===== config.mk =====
export PLATFORM = sky130hd
export DESIGN_NAME = bus_master_if
export DESIGN_NICKNAME = d
export VERILOG_FILES = /design/src/rtl/bus_master_if.sv
export SDC_FILE = /design/constraint.sdc
export NUM_CORES = 1
export LEC_CHECK = 0
export CELL_PAD_IN_SITES_DETAIL_PLACEMENT = 0
export CELL_PAD_IN_SITES_GLOBAL_PLACEMENT = 1
export CORE_MARGIN = 3
export CORE_UTILIZATION = 35
export DETAILED_ROUTE_END_ITERATION = 8
export GPL_TIMING_DRIVEN = 0
export HOLD_SLACK_MARGIN = 0.15
export PLACE_DENSITY = 0.83
export SLEW_MARGIN = 30
export SYNTH_ARGS = -nofsm -noshare
export SYNTH_HDL_FRONTEND = slang
export SYNTH_SLANG_ARGS = --single-unit

===== constraint.sdc =====
create_clock -name clk -period 11.73 [get_ports clk]
set_clock_uncertainty 0.15 [all_clocks]
set_input_delay 1.173 -clock clk [delete_from_list [all_inputs] [get_ports clk]]
set_output_delay 1.173 -clock clk [all_outputs]
set_load 0.005 [all_outputs]

===== src/rtl/bus_master_if.sv =====
// bus_master_if: per-core bus master front end placed in front of a round-robin
// bus arbiter. Accepts one load/store from the core, requests the bus, performs
// a single memory access on grant, waits out the fixed memory read latency, and
// returns read data plus a one-cycle done pulse. The request is dropped for one
// cycle after every transaction so the arbiter can rotate ownership.
//
// Ports:
//   clk, rst                    clock (rising edge), asynchronous active-high reset
//   core_start/we/addr/wdata    transaction request from the core (sampled in IDLE)
//   core_busy, core_done        status back to the core
//   core_rdata                  last load result, held until the next load completes
//   bus_req, bus_gnt            request to / grant from the arbiter
//   bus_en/we/addr/wdata        memory access strobe and payload
//   bus_rdata                   memory read data
//   bus_err                     sticky: grant lost while waiting for read data

module bus_master_if #(
    parameter int unsigned ADDR_W      = 8,
    parameter int unsigned DATA_W      = 64,
    parameter int unsigned MEM_LATENCY = 2   // legal range 1..15
) (
    input  logic              clk,
    input  logic              rst,
    input  logic              core_start,
    input  logic              core_we,
    input  logic [ADDR_W-1:0] core_addr,
    input  logic [DATA_W-1:0] core_wdata,
    output logic              core_busy,
    output logic              core_done,
    output logic [DATA_W-1:0] core_rdata,
    output logic              bus_req,
    input  logic              bus_gnt,
    output logic              bus_en,
    output logic              bus_we,
    output logic [ADDR_W-1:0] bus_addr,
    output logic [DATA_W-1:0] bus_wdata,
    input  logic [DATA_W-1:0] bus_rdata,
    output logic              bus_err
);

    localparam int unsigned CNT_W = 4;

    typedef enum logic [1:0] {
        IDLE = 2'd0,
        REQ  = 2'd1,
        WAIT = 2'd2,
        DONE = 2'd3
    } state_t;

    state_t              state_q;
    logic                we_q;
    logic [ADDR_W-1:0]   addr_q;
    logic [DATA_W-1:0]   wdata_q;
    logic [CNT_W-1:0]    cnt_q;
    logic [DATA_W-1:0]   rdata_q;
    logic                err_q;

    // Transaction sequencing, latch capture, latency count and error tracking.
    always_ff @(posedge clk or posedge rst) begin
        if (rst) begin
            state_q <= IDLE;
            we_q    <= 1'b0;
            addr_q  <= '0;
            wdata_q <= '0;
            cnt_q   <= '0;
            rdata_q <= '0;
            err_q   <= 1'b0;
        end else begin
            case (state_q)
                IDLE: begin
                    if (core_start) begin
                        we_q    <= core_we;
                        addr_q  <= core_addr;
                        wdata_q <= core_wdata;
                        state_q <= REQ;
                    end
                end
                REQ: begin
                    // The access itself is issued combinationally in the grant cycle.
                    if (bus_gnt) begin
                        if (we_q) begin
                            state_q <= DONE;
                        end else begin
                            cnt_q   <= CNT_W'(MEM_LATENCY - 1);
                            state_q <= WAIT;
                        end
                    end
                end
                WAIT: begin
                    // Losing the grant here is flagged but does not abort the load.
                    if (!bus_gnt) begin
                        err_q <= 1'b1;
                    end
                    if (cnt_q == '0) begin
                        rdata_q <= bus_rdata;
                        state_q <= DONE;
                    end else begin
                        cnt_q <= cnt_q - CNT_W'(1);
                    end
                end
                DONE: begin
                    state_q <= IDLE;
                end
                default: begin
                    state_q <= IDLE;
                end
            endcase
        end
    end

    // Status and bus outputs decode directly from the state register, so a
    // reset drops bus_req without waiting for a clock edge.
    assign core_busy  = (state_q != IDLE);
    assign core_done  = (state_q == DONE);
    assign core_rdata = rdata_q;
    assign bus_req    = (state_q == REQ) || (state_q == WAIT);
    assign bus_en     = (state_q == REQ) && bus_gnt;
    assign bus_we     = bus_en && we_q;
    assign bus_addr   = core_busy ? addr_q  : '0;
    assign bus_wdata  = core_busy ? wdata_q : '0;
    assign bus_err    = err_q;

endmodule


# --- After elaboration in Yosys (flattened, before gate mapping) ---
# Cells that the tools add are included.
# W data, S select, Z words.
word_totals:
  ff_bits: 144
  inputBits: 141
op_classes:
  addsub: 1
  n_eq_ne: 8
  mux: 11
  n_bitwise: 1
  reduce_logical: 12
op_table:
  columns: ["op", "n"]
  rows:
  - ["$mux W64", 1]
  - ["$mux W4", 3]
  - ["$ne A2 B2 Y1 const B", 5]
  - ["$mux W8", 1]
  - ["$pmux W2 S4", 1]
  - ["$pmux W4 S2", 1]
  - ["$mux W2", 3]
  - ["$reduce_and A2 Y1", 3]
  - ["$eq A2 B2 Y1 const B", 2]
  - ["$logic_not A4 Y1", 1]
  - ["$reduce_and A4 Y1", 1]
  - ["$reduce_bool A2 Y1", 2]
  - ["$sub A4 B1 Y4 const B", 1]
  - ["$reduce_and A3 Y1", 1]
  - ["$eq A2 B1 Y1 const B", 1]
  - ["$logic_and A1 B1 Y1", 2]
  - ["$logic_not A2 Y1", 1]
  - ["$logic_or A1 B1 Y1", 1]
  - ["$mux W1", 1]
  - ["$not A1 Y1", 1]

# --- Logic depth before layout (Yosys ltp) ---
logic_depth:
  word_depth: 3
  ltp_mapped: 7
  mapped_depth_nobuf: 6

# --- Least setup slack after synthesis ---
# No wires, ideal clock.
synth_timing:
  kind: "input port to output port"
  start: "input bus_gnt"
  end: "output bus_we"
  arrival_ns: 1.325
  t_required_ns: 10.407
  path_slack_ns: 9.082
  stages: 1
  path_buffers: 0
  cell_sequence: "and3_1"
synth_between:
  elab_chain_cells: 2
synth_lines:
  columns: ["item", "line_no", "text"]
  rows:
  - ["from (decl)", "32", "input logic bus_gnt,"]
  - ["$logic_and A1 B1 Y1", "117", "assign bus_en = (state_q == REQ) && bus_gnt;"]
  - ["$logic_and A1 B1 Y1", "118", "assign bus_we = bus_en && we_q;"]
  - ["to (decl)", "34", "output logic bus_we,"]
# Every way passes these cells.

# --- Worst setup path in the final report ---
layout_timing:
  start: "register state_q[0]"
  end: "output bus_wdata[4]"
layout_between:
  elab_chain_cells: 2
layout_lines:
  columns: ["item", "line_no", "text"]
  rows:
  - ["from (decl)", "50", "state_t state_q;"]
  - ["from (signal assigned)", "61", "state_q <= IDLE;"]
  - ["from (signal assigned)", "75", "state_q <= REQ;"]
  - ["from (signal assigned)", "82", "state_q <= DONE;"]
  - ["$reduce_bool A2 Y1", "113", "assign core_busy = (state_q != IDLE);"]
  - ["$mux W64", "120", "assign bus_wdata = core_busy ? wdata_q : '0;"]
  - ["to (decl)", "36", "output logic [DATA_W-1:0] bus_wdata,"]
# Every way passes these cells.

==> results.py <==
metrics = {
    "worst_setup_path": {
        "arrival_ns": 2.63,
        "crit_path_end_kind": "output pin",
        "worstReg2RegStart": "state_q[0]",
        "path_buf_inv": 4,
        "critPathMaxStageDelay_ns": 0.49,
        "crit_family": "buffers and inverters",
        "critPathLaunch": "state_q[0]",
        "crit_type": "reg2out",
        "worst_setup_path_start_kind": "register",
        "required_ns": 10.41,
        "crit_fanout": 10,
        "path_common_cell": "clkbuf_1",
        "slowest_stage": "clkdlybuf4s50_1",
        "crit_chain": "inv_1, ha_1, clkbuf_1, clkbuf_1, nor2b_1, clkdlybuf4s50_1",
    },
    "floorplan": {
        "pin_count": 283,
        "rows": 48,
        "start_util": 0.360,
        "die_area_sq_mm": 0.0195,
        "die_h_um": 140,
        "die_w_um": 140,
        "coreArea_sq_mm": 0.0174,
    },
    "global_route": {
        "grt_pass1_wl_um": 26000,
        "grt_max_degree": 83,
        "grt_pass1_vias": 4846,
        "track_usage": 0.167,
        "grt_overflow": 0,
        "antenna_found_initial": 0,
    },
    "timing": {
        "fin_tns_setup_ns": 0,
        "slew_violations": 0,
        "tightestPinTransition_ns": 0.540,
        "fin_crit_sh": 0.337,
        "max_slew_margin": 0.640,
        "fmax_mhz": 253,
        "hold_viol_final": 0,
        "rsz0062_at_grt": "false",
        "fin_crit_ns": 3.95,
        "setup_viol": 0,
        "hold_slack_ns": 0.322,
    },
    "synthesis": {
        "synth_fa_ha_area_frac": 0.00999,
        "synth_top_family_by_area": "multiplexers",
        "synth-xor-area-share": 0,
        "ys_ff_latch": 144,
        "yosysUniqueCellTypes": 29,
        "synth_top_cell_by_area": "dfrtp_1",
        "synth_area_per_cell_sq_um": 15.0,
        "synth.area.top_cells": "dfrtp_1, mux2_2, mux2_4, nor2b_1, buf_12",
        "syn-num-nets": 563,
        "synth_compound_gate_area_share": 0.0132,
        "synth.area.mux_share": 0.280,
        "synth-simple-area-share": 0.0865,
        "synth_cells": 417,
        "synth_top_area_share": 0.575,
        "ys_seq_area_frac": 0.575,
        "yosysWarnings": 0,
        "syn_area_sq_mm": 0.00626,
    },
    "drt": {
        "post_drt_wl_per_cell_um": 16.9,
        "wirelength_um": 16200,
        "wl_met2_um": 8440,
        "drc": 0,
        "wl_met1_um": 6300,
        "vias_per_cell": 4.56,
        "drtIter0Drc": 126,
        "wl_met3_um": 1150,
        "via_count": 4365,
        "final_antenna_net_count": 0,
        "dr.max_layer_used": "met4",
        "drt_first_pass_iters": 4,
    },
    "clock_tree": {
        "post-cts-setup-buffers": 0,
        "cts_made_buffers": 17,
        "cts.clk_slew.worst_paths_ns": 0.06,
        "cts_buffer_depth": 2,
        "root_buffer": "clkbuf_16",
        "cts.repair.resized": 0,
        "cts_tree": "done",
        "htree_levels": 4,
        "cts-hold-fix-buffers": 0,
        "cts.sinks": 144,
        "clock_latency_ns": 0.41,
    },
    "cells_and_area": {
        "drive_above_1_share": 0.257,
        "diodes": 0,
        "fin_nets": 865,
        "fillers": 1391,
        "final_cells": 957,
        "syn_to_final_growth_pct": 60.6,
    },
    "hold_path": {
        "hp-start": "bus_err",
        "hold_path_class": "reg2reg",
    },
    "power": {
        "power_density_mw_per_mm2": 275,
        "power_mw": 2.77,
        "ir_worst_vdd_uv": 147,
        "leakagePower_nw": 4.25,
    },
    "run": {
        "maxCapViolCount": 0,
    },
    "place": {
        "dpl.cell_count": 925,
        "gp_congestion": 0.805,
        "io_buffers": 282,
        "dp_hpwl_um": 12300,
    },
    "run_status": {
        "status": "finished, final reports clean",
    },
}
## area by class of cell
class | count | area, sq um | area share
multi-input cells | 241 | 2440 | 0.242
inverters | 10 | 45.0 | 0.00448
clock inverters | 10 | 181 | 0.0180
flip-flops and latches | 144 | 3600 | 0.358
plain buffers | 22 | 184 | 0.0183
clock buffers | 22 | 474 | 0.0471
well taps | 225 | 282 | 0.0280
repair buffers | 283 | 2850 | 0.283
## cell usage in the layout, fill, tap and decap left out, types with 7 or more instances in the layout
cell,n
buf_2,7
mux2_2,88
clkbuf_16,17
clkbuf_1,10
dfrtp_1,144
mux2_4,50
inv_1,8
nor2b_1,73
clkdlybuf4s50_1,282
## cell families (layout without fill, tap and decap cells)
| logic type | after synthesis | in the layout |
|---|---|---|
| flip-flops | 144 | 144 |
| adder cells (fa/ha/maj) | 5 | 5 |
| buffers and inverters | 32 | 347 |
| AO/OA/AOI/OAI | 11 | 11 |
| AND/OR/NAND/NOR | 86 | 86 |
| multiplexers | 139 | 139 |
## power by group
group / internal [mW] / switching, mW / leakage (nW)
registers: 0.745 / 0.126 / 1.73
logic: 0.881 / 0.420 / 2.21
clock network: 0.394 / 0.200 / 0.320
## metal layers
layer / vias to the layer above / track usage
li1: 2020 / -
met1: 2151 / 0.195
met2: 175 / 0.288
met3: 19 / 0.0581
met4: 0 / 0.0566
met5: - / 0
## cells in the mapped netlist
cell,n
o21bai_1,1
and3_1,1
nor3_1,2
nand2b_1,2
nand3_1,1
a22o_1,2
nand2b_4,1
buf_6,1
a31oi_1,1
buf_12,5
o221a_2,1
buf_4,1
a21boi_1,1
nor3_4,1
inv_2,1
mux2_4,50
buf_2,7
dfrtp_1,144
mux2_2,88
inv_1,9
o22a_1,2
nor2_1,1
o21ai_0,3
nand2_1,3
and2_1,1
nor2b_1,73
clkbuf_1,8
ha_1,5
mux2i_1,1
## registers in the layout (all words and copies together) (netlist names)
signal	flops
state_q	2
core_rdata	64
bus_err	1
wdata_q	64
cnt_q	4
addr_q	8
we_q	1
## worst paths after layout
| check | cells after the start | to | slack [ns] |
|---|---|---|---|
| max | 6 | bus_wdata[4] | 7.78 |
| min | 1 | bus_err | 0.32 |
| max reg2reg | 5 | wdata_q[9] | 9.66 |
| min reg2reg | 1 | bus_err | 0.32 |
| max in group asynchronous | 3 | wdata_q[52] | 9.63 |
| min in group asynchronous | 2 | core_rdata[5] | 1.04 |
## metrics by stage
| step | utilization | area, sq um | setup WS (ns) |
|---|---|---|---|
| 4_1_cts | 0.578 | 10100 | 7.65 |
| 3_5_place_dp | 0.540 | 9400 | 8.00 |
| 5_1_grt | 0.578 | 10100 | 7.51 |
| 3_3_place_gp | 0.538 | 9370 | 4.68 |
| 2_1_floorplan | - | 6260 | 6.54 |
| 6_report | 0.578 | 10100 | 7.78 |
Note: power is estimated with default switching activity, not from simulation.
